<file path="src/rtl/pipe_hazard_ctrl_if.sv">
// Hazard-control bundle between the pipeline datapath and the stall/flush
// sequencer. The datapath (master) reports hazard events; the sequencer
// (slave) answers with per-stage stall/flush strobes and the PC redirect.
interface pipe_hazard_ctrl_if;
  logic       i_stall;
  logic       d_stall;
  logic       div_startE;
  logic       div_readyE;
  logic [4:0] rsD;
  logic [4:0] rtD;
  logic [4:0] writeregE;
  logic       regwriteE;
  logic       memtoregE;
  logic       branch_flushE;
  logic       exceptM;
  logic       eretM;

  logic       stallF;
  logic       stallD;
  logic       stallE;
  logic       stallM;
  logic       stallW;
  logic       flushD;
  logic       flushE;
  logic       flushM;
  logic       flushW;
  logic       redirect_valid;
  logic [1:0] redirect_sel;

  modport master (
    output i_stall, d_stall, div_startE, div_readyE,
    output rsD, rtD, writeregE, regwriteE, memtoregE,
    output branch_flushE, exceptM, eretM,
    input  stallF, stallD, stallE, stallM, stallW,
    input  flushD, flushE, flushM, flushW,
    input  redirect_valid, redirect_sel
  );

  modport slave (
    input  i_stall, d_stall, div_startE, div_readyE,
    input  rsD, rtD, writeregE, regwriteE, memtoregE,
    input  branch_flushE, exceptM, eretM,
    output stallF, stallD, stallE, stallM, stallW,
    output flushD, flushE, flushM, flushW,
    output redirect_valid, redirect_sel
  );
endinterface

</file>
<file path="src/rtl/pipe_hazard_ctrl.sv">
// Central stall/flush sequencer for the five-stage pipeline. All strobes are
// combinational; the only state is whether a stale I-cache refill (issued for
// the pre-redirect PC) still has to be discarded.
module pipe_hazard_ctrl (
  input  logic                 clk,
  input  logic                 rst,
  pipe_hazard_ctrl_if.slave    hz
);

  localparam logic [0:0] RUN    = 1'b0;
  localparam logic [0:0] REFILL = 1'b1;

  localparam logic [1:0] SEL_BRANCH = 2'b01;
  localparam logic [1:0] SEL_EXCVEC = 2'b10;
  localparam logic [1:0] SEL_EPC    = 2'b11;

  logic [0:0] state;
  logic [0:0] state_next;

  logic       mem_stall;
  logic       load_use;
  logic       exc;
  logic [1:0] exc_sel;

  logic       stall_all;
  logic       stall_f;
  logic       stall_d;
  logic       flush_d;
  logic       flush_e;
  logic       flush_mw;
  logic       redir;
  logic [1:0] redir_sel;

  assign mem_stall = hz.d_stall | (hz.div_startE & ~hz.div_readyE);
  assign load_use  = hz.regwriteE & hz.memtoregE & (hz.writeregE != 5'd0) &
                     ((hz.writeregE == hz.rsD) | (hz.writeregE == hz.rtD));
  assign exc       = hz.exceptM | hz.eretM;
  assign exc_sel   = hz.eretM ? SEL_EPC : SEL_EXCVEC;

  // Prioritised hazard resolution: memory freezes everything, then exception
  // redirects, then I-miss freeze, branch redirect and load-use bubble.
  always_comb begin
    stall_all  = 1'b0;
    stall_f    = 1'b0;
    stall_d    = 1'b0;
    flush_d    = 1'b0;
    flush_e    = 1'b0;
    flush_mw   = 1'b0;
    redir      = 1'b0;
    redir_sel  = 2'b00;
    state_next = state;
    if (mem_stall) begin
      stall_all = 1'b1;
    end else if (exc) begin
      flush_d   = 1'b1;
      flush_e   = 1'b1;
      flush_mw  = 1'b1;
      redir     = 1'b1;
      redir_sel = exc_sel;
      if (state == RUN) begin
        state_next = hz.i_stall ? REFILL : RUN;
      end
    end else if (state == REFILL) begin
      stall_f = 1'b1;
      flush_d = 1'b1;
      if (!hz.i_stall) begin
        state_next = RUN;
      end
    end else if (hz.i_stall) begin
      stall_all = 1'b1;
    end else if (hz.branch_flushE) begin
      flush_d   = 1'b1;
      redir     = 1'b1;
      redir_sel = SEL_BRANCH;
    end else if (load_use) begin
      stall_f = 1'b1;
      stall_d = 1'b1;
      flush_e = 1'b1;
    end
  end

  // Refill-discard state; reset drops any pending discard immediately.
  always_ff @(posedge clk or posedge rst) begin
    if (rst) begin
      state <= RUN;
    end else begin
      state <= state_next;
    end
  end

  assign hz.stallF         = stall_all | stall_f;
  assign hz.stallD         = stall_all | stall_d;
  assign hz.stallE         = stall_all;
  assign hz.stallM         = stall_all;
  assign hz.stallW         = stall_all;
  assign hz.flushD         = flush_d;
  assign hz.flushE         = flush_e;
  assign hz.flushM         = flush_mw;
  assign hz.flushW         = flush_mw;
  assign hz.redirect_valid = redir;
  assign hz.redirect_sel   = redir_sel;

endmodule

</file>
<file path="src/flat_wrapper.sv">
// flat-port wrapper written by rule: the top's interface ports become plain ports
module pipe_hazard_ctrl_flat 
  (clk, rst, hz_i_stall, hz_d_stall, hz_div_startE, hz_div_readyE, hz_rsD, hz_rtD, hz_writeregE, hz_regwriteE, hz_memtoregE, hz_branch_flushE, hz_exceptM, hz_eretM, hz_stallF, hz_stallD, hz_stallE, hz_stallM, hz_stallW, hz_flushD, hz_flushE, hz_flushM, hz_flushW, hz_redirect_valid, hz_redirect_sel);
  pipe_hazard_ctrl_if hz_i ();
  input  logic clk;
  input  logic rst;
  input wire logic [$bits(hz_i.i_stall)-1:0] hz_i_stall;
  input wire logic [$bits(hz_i.d_stall)-1:0] hz_d_stall;
  input wire logic [$bits(hz_i.div_startE)-1:0] hz_div_startE;
  input wire logic [$bits(hz_i.div_readyE)-1:0] hz_div_readyE;
  input wire logic [$bits(hz_i.rsD)-1:0] hz_rsD;
  input wire logic [$bits(hz_i.rtD)-1:0] hz_rtD;
  input wire logic [$bits(hz_i.writeregE)-1:0] hz_writeregE;
  input wire logic [$bits(hz_i.regwriteE)-1:0] hz_regwriteE;
  input wire logic [$bits(hz_i.memtoregE)-1:0] hz_memtoregE;
  input wire logic [$bits(hz_i.branch_flushE)-1:0] hz_branch_flushE;
  input wire logic [$bits(hz_i.exceptM)-1:0] hz_exceptM;
  input wire logic [$bits(hz_i.eretM)-1:0] hz_eretM;
  output wire logic [$bits(hz_i.stallF)-1:0] hz_stallF;
  output wire logic [$bits(hz_i.stallD)-1:0] hz_stallD;
  output wire logic [$bits(hz_i.stallE)-1:0] hz_stallE;
  output wire logic [$bits(hz_i.stallM)-1:0] hz_stallM;
  output wire logic [$bits(hz_i.stallW)-1:0] hz_stallW;
  output wire logic [$bits(hz_i.flushD)-1:0] hz_flushD;
  output wire logic [$bits(hz_i.flushE)-1:0] hz_flushE;
  output wire logic [$bits(hz_i.flushM)-1:0] hz_flushM;
  output wire logic [$bits(hz_i.flushW)-1:0] hz_flushW;
  output wire logic [$bits(hz_i.redirect_valid)-1:0] hz_redirect_valid;
  output wire logic [$bits(hz_i.redirect_sel)-1:0] hz_redirect_sel;
  assign hz_i.i_stall = hz_i_stall;
  assign hz_i.d_stall = hz_d_stall;
  assign hz_i.div_startE = hz_div_startE;
  assign hz_i.div_readyE = hz_div_readyE;
  assign hz_i.rsD = hz_rsD;
  assign hz_i.rtD = hz_rtD;
  assign hz_i.writeregE = hz_writeregE;
  assign hz_i.regwriteE = hz_regwriteE;
  assign hz_i.memtoregE = hz_memtoregE;
  assign hz_i.branch_flushE = hz_branch_flushE;
  assign hz_i.exceptM = hz_exceptM;
  assign hz_i.eretM = hz_eretM;
  assign hz_stallF = hz_i.stallF;
  assign hz_stallD = hz_i.stallD;
  assign hz_stallE = hz_i.stallE;
  assign hz_stallM = hz_i.stallM;
  assign hz_stallW = hz_i.stallW;
  assign hz_flushD = hz_i.flushD;
  assign hz_flushE = hz_i.flushE;
  assign hz_flushM = hz_i.flushM;
  assign hz_flushW = hz_i.flushW;
  assign hz_redirect_valid = hz_i.redirect_valid;
  assign hz_redirect_sel = hz_i.redirect_sel;
  pipe_hazard_ctrl u_core (.clk(clk), .rst(rst), .hz(hz_i));
endmodule
</file>
<file path="config.mk">
export PLATFORM = sky130hd
export DESIGN_NAME = pipe_hazard_ctrl_flat
export DESIGN_NICKNAME = d
export VERILOG_FILES = /design/src/rtl/pipe_hazard_ctrl_if.sv /design/src/rtl/pipe_hazard_ctrl.sv /design/src/flat_wrapper.sv
export SDC_FILE = /design/constraint.sdc
export NUM_CORES = 1
export LEC_CHECK = 0
export ABC_AREA = 1
export CAP_MARGIN = 40
export CORE_AREA = 2 2 39 41
export DETAILED_ROUTE_END_ITERATION = 10
export DIE_AREA = 0 0 41 43
export PLACE_DENSITY = 0.81
export SYNTH_ARGS = -nofsm -noshare
export SYNTH_HDL_FRONTEND = slang
export SYNTH_SLANG_ARGS = --single-unit
</file>
<file path="constraint.sdc">
create_clock -name clk -period 1.4 [get_ports clk]
set_input_delay 0.14 -clock clk [delete_from_list [all_inputs] [get_ports clk]]
set_output_delay 0.14 -clock clk [all_outputs]
set_load 0.01 [all_outputs]
</file>
== After elaboration in Yosys (flattened, before gate mapping) ==
Cells that the tools add are included.
Word-level totals
  flip-flop bits (word level): 1
  output and inout bits: 12
  bits of input ports: 26
Cells by class
  eq/ne operators: 2
  bitwise logic cells: 10
  reduce and logical (&&, ||, !) cells: 1
  multiplexer cells: 34
Operator list (number)
  two-way mux 1 bit: 30
  equality test 5 bit: 2
  two-way mux 2 bit: 4
  bitwise OR 1 bit: 5
  nonzero test 5 bit: 1
  AND 1 bit: 4
  inverter 1 bit: 1

== Longest topological paths before layout ==
  word-level depth: 10
  depth in mapped cells: 10
  depth with buffers taken out: 10

== Least setup slack after synthesis ==
OpenSTA, ideal clock, no wires.
  kind: register -> output
  start: reg u_core.state
  end: out hz_stallM
  stages on the path, launching flop included: 5
  slack: 0.267 ns
  arrival: 0.993 ns
  path buffers: 1
  required time: 1.260 ns
  cell sequence: dfrtp_1 -> inv_1 -> a21oi_1 -> nor2_1 -> buf_4
Between the ends
  cells in the longest elaborated chain, start to end: 3
Ends and longest elaborated chain
  from (decl): line pipe_hazard_ctrl.sv:17  | logic [0:0] state;
  from (signal assigned): line pipe_hazard_ctrl.sv:87  | state <= state_next;
  two-way mux 1 bit: line pipe_hazard_ctrl.sv:63  | end else if (state == REFILL) begin
  two-way mux 1 bit: line pipe_hazard_ctrl.sv:54  | end else if (exc) begin
  two-way mux 1 bit: line pipe_hazard_ctrl.sv:52  | if (mem_stall) begin
  to (decl): line flat_wrapper.sv:22  | output wire logic [$bits(hz_i.stallM)-1:0] hz_stallM;
Every way passes these cells.

== Worst setup path in the final report ==
  start: in hz_writeregE[1]
  end: out hz_stallF
Between the ends
  cells in the longest elaborated chain, start to end: 10
  elaborated cells on any way between the ends: 13
  those cells by class: eq/ne (2); mux (6); bitwise (4); reduce/logical (1)
Ends and longest elaborated chain
  from (decl): line flat_wrapper.sv:13  | input wire logic [$bits(hz_i.writeregE)-1:0] hz_writeregE;
  equality test 5 bit / nonzero test 5 bit (equally long branches): line pipe_hazard_ctrl.sv:36, pipe_hazard_ctrl.sv:35
  bitwise OR 1 bit / AND 1 bit (equally long branches): line pipe_hazard_ctrl.sv:36, pipe_hazard_ctrl.sv:35
  AND 1 bit *: line pipe_hazard_ctrl.sv:35  | assign load_use = hz.regwriteE & hz.memtoregE & (hz.writeregE != 5'd0) &
  two-way mux 1 bit *: line pipe_hazard_ctrl.sv:75  | end else if (load_use) begin
  two-way mux 1 bit *: line pipe_hazard_ctrl.sv:71  | end else if (hz.branch_flushE) begin
  two-way mux 1 bit *: line pipe_hazard_ctrl.sv:69  | end else if (hz.i_stall) begin
  two-way mux 1 bit *: line pipe_hazard_ctrl.sv:63
  two-way mux 1 bit *: line pipe_hazard_ctrl.sv:54
  two-way mux 1 bit *: line pipe_hazard_ctrl.sv:52
  bitwise OR 1 bit *: line pipe_hazard_ctrl.sv:91  | assign hz.stallF = stall_all | stall_f;
  to (decl): line flat_wrapper.sv:19  | output wire logic [$bits(hz_i.stallF)-1:0] hz_stallF;
Mark *: on every way between the ends. The rest lies on a longest branch, timed or not.

==> metrics.cfg <==
[hold_path]
worstHoldPathType = in2async

[floorplanning]
core_mm2 = 0.001384
initial_core_util_pct = 29.66
die_w_um = 41
num_rows = 14
die_h_um = 43
die_area_mm2 = 0.001763
top_level_ports = 38

[run]
drv_cap = 0

[worst_setup_path]
worst-path-max-fanout = 4
cp-start-kind = input port
required_ns = 1.26
crit_top_cell = nand2_1
cp_cell_sequence = clkdlybuf4s15_1 > inv_2 > nand2_1 > nand2_1 > nor2_1 > nand3_1 > nand2_1 > nand2_2 > nand2_2 > nand2_1 > nand2_1 > buf_2
endpoint_kind = output port
slowest_stage = clkdlybuf4s15_1
rrSetupSlack_ns = 0.49
max_stage_delay_ns = 0.24
worstSetupPathType = in2out
worstPathArrival_ns = 1.15

[final_layout]
drive_gt1_share_pct = 25.62
fin_nets = 149
largestRegisters = u_core.state: 1 flops
regMostFlops = u_core.state
diodes = 0
largest_register_ffs = 1
regArea_um2 = 25.02
multi_input_area_um2 = 314.1
area_growth_pct = 94.51
finish.utilization_pct = 57.69
nFillCells = 137

[route]
avgRoutedWirePerCell_um = 9.124
wl_met2_um = 689
first_pass_iters = 4
wirelength_um = 1250
met3_length_um = 59
drtAntennaViolNets = 0
drt-vias-per-instance = 4.299
top_layer_used = met3
wl_met1_um = 501
drtIter0Drc = 9
drc = 0
routed-via-count = 589

[power]
power_leakage_nw = 0.4859
vdd_drop_max_mv = 0.2379
p_per_area_mw_per_mm2 = 359.0

[yosys]
seq_area_frac_synth_pct = 6.098
synth_cells = 83
synth_compound_gate_area_share_pct = 14.63
synth_top_family_by_area = simple AND/OR/NAND/NOR gates
syn-num-nets = 109
ys_seq_elements = 1
synth_cell_types = 16
synth.top_cell.area_share_pct = 25.61
yosysTopAreaCell = nand2_1
synthMuxAreaShare_pct = 0
synth.most_common_cell = nand2_1
ys_top_cells_by_count = nand2_1, inv_1, nor2_1
yosys_warnings = 0
async_flop_share_pct = 100.0
synthFlopType = dfrtp_1
syn_area_um2 = 410.4
synth_xor_area_share_pct = 4.268
synthSimpleGateAreaFrac_pct = 48.48
synthTopCellsByArea = nand2_1, inv_1, nor2_1
synth.avg_cell_area_um2 = 4.945
synth_edf_count = 0
synth-adder-area-share_pct = 0

[grt]
grt_overflow = 0
gr-usage-all-layers_pct = 14.40
grt_pass1_vias = 490
grt_pass1_wl_um = 1890
grt_max_degree = 6
antenna_found_initial = 0

[sta]
setup_slack_ns = 0.1114
skew_ns = 0
slew_viol_final = 0
setup_viol = 0
min_period_ns = 1.289
worst_slew_pin_slew_ns = 0.2240
grt_setup_unrepaired = true
final_hold_viol_count = 0
fmax_mhz = 776.0
slew_headroom_pct = 84.91
fin_crit_sh_pct = 92.04

[cts]
insertion_delay_ns = 0
path_clk_slew_ns = 0

[place]
dp_hpwl_um = 1084
pre_cts_ws_ns = -0.5736
gp_congestion = 0.8380
portBuffers = 37

[status]
status = complete, no violations

## area by class of cell
class                           instances  share of cell area [%]
Multi-Input combinational cell         57                   39.34
Timing Repair Buffer                   42                   44.83
Sequential cell                         1                   3.135
Tap cell                               16                   2.508
Inverter                               21                   10.19
## cells by family (layout without fill, tap and decap cells)
logic type      Yosys count  after routing
simple gates             46             46
buf+inv                  25             63
compound gates            9              9
xor+xnor                  2              2
flops                     1              1
## worst paths after layout
kind / depth (start not counted) / from / to
max: 12 / hz_writeregE[1] / hz_stallF
min: 2 / rst / u_core.state
max reg2reg: 3 / u_core.state / u_core.state
min reg2reg: 2 / u_core.state / u_core.state
max in group asynchronous: 2 / rst / u_core.state
min in group clk: 2 / u_core.state / u_core.state
## placed cells by master, fill, tap and decap left out, drive strengths merged
cell            n
clkdlybuf4s50   3
nand2          29
inv            21
clkdlybuf4s15   9
nand4           2
o21a            1
xnor2           2
o22ai           1
o21ai           2
a21oi           5
nor2           13
nand3           2
clkbuf          2
dlymetal6s2s    2
buf            11
dlygate4sd2    15
dfrtp           1
## where the power goes
group	internal, mW	total (mW)	leakage, nW	switching, mW
logic	0.124	0.249	0.475	0.125
registers	0.0344	0.0373	0.0110	0.00288
clock network	0	0	0	0
## worst max-delay path, delay by kind of cell
family,cells,cell delay [ns]
and+or+nand+nor,9,0.61
buffers and inverters,3,0.41
## stage by stage
stage                     std cells  cell area, µm²  TNS (ns)  hold WS, ns  power, mW
after floorplan                  83           410.4         0      -0.1313     0.1484
after global placement          137           808.3    -5.533       0.2799     0.3020
after detailed placement        137           808.3    -5.892       0.2899     0.3091
after CTS                       137           794.5         0       0.2899     0.2862
after global routing            137           798.3  -0.02501       0.3243     0.3138
final                           137           798.3         0       0.2855     0.2866
## routing by layer
metal  global-route usage, %  vias to the layer above
met5                       0                        -
met4                       0                        0
met3                       0                        0
met2                   26.56                       15
met1                   18.73                      256
li1                        -                      318
## what timing repair did
action,in CTS,in global routing
gates resized for setup,70,10
endpoints found under the setup margin,13,5
hold buffers,0,0
hold endpoints to repair,0,0
pin swaps,7,9
setup buffers,0,0
Note: power is estimated with default switching activity, not from simulation.
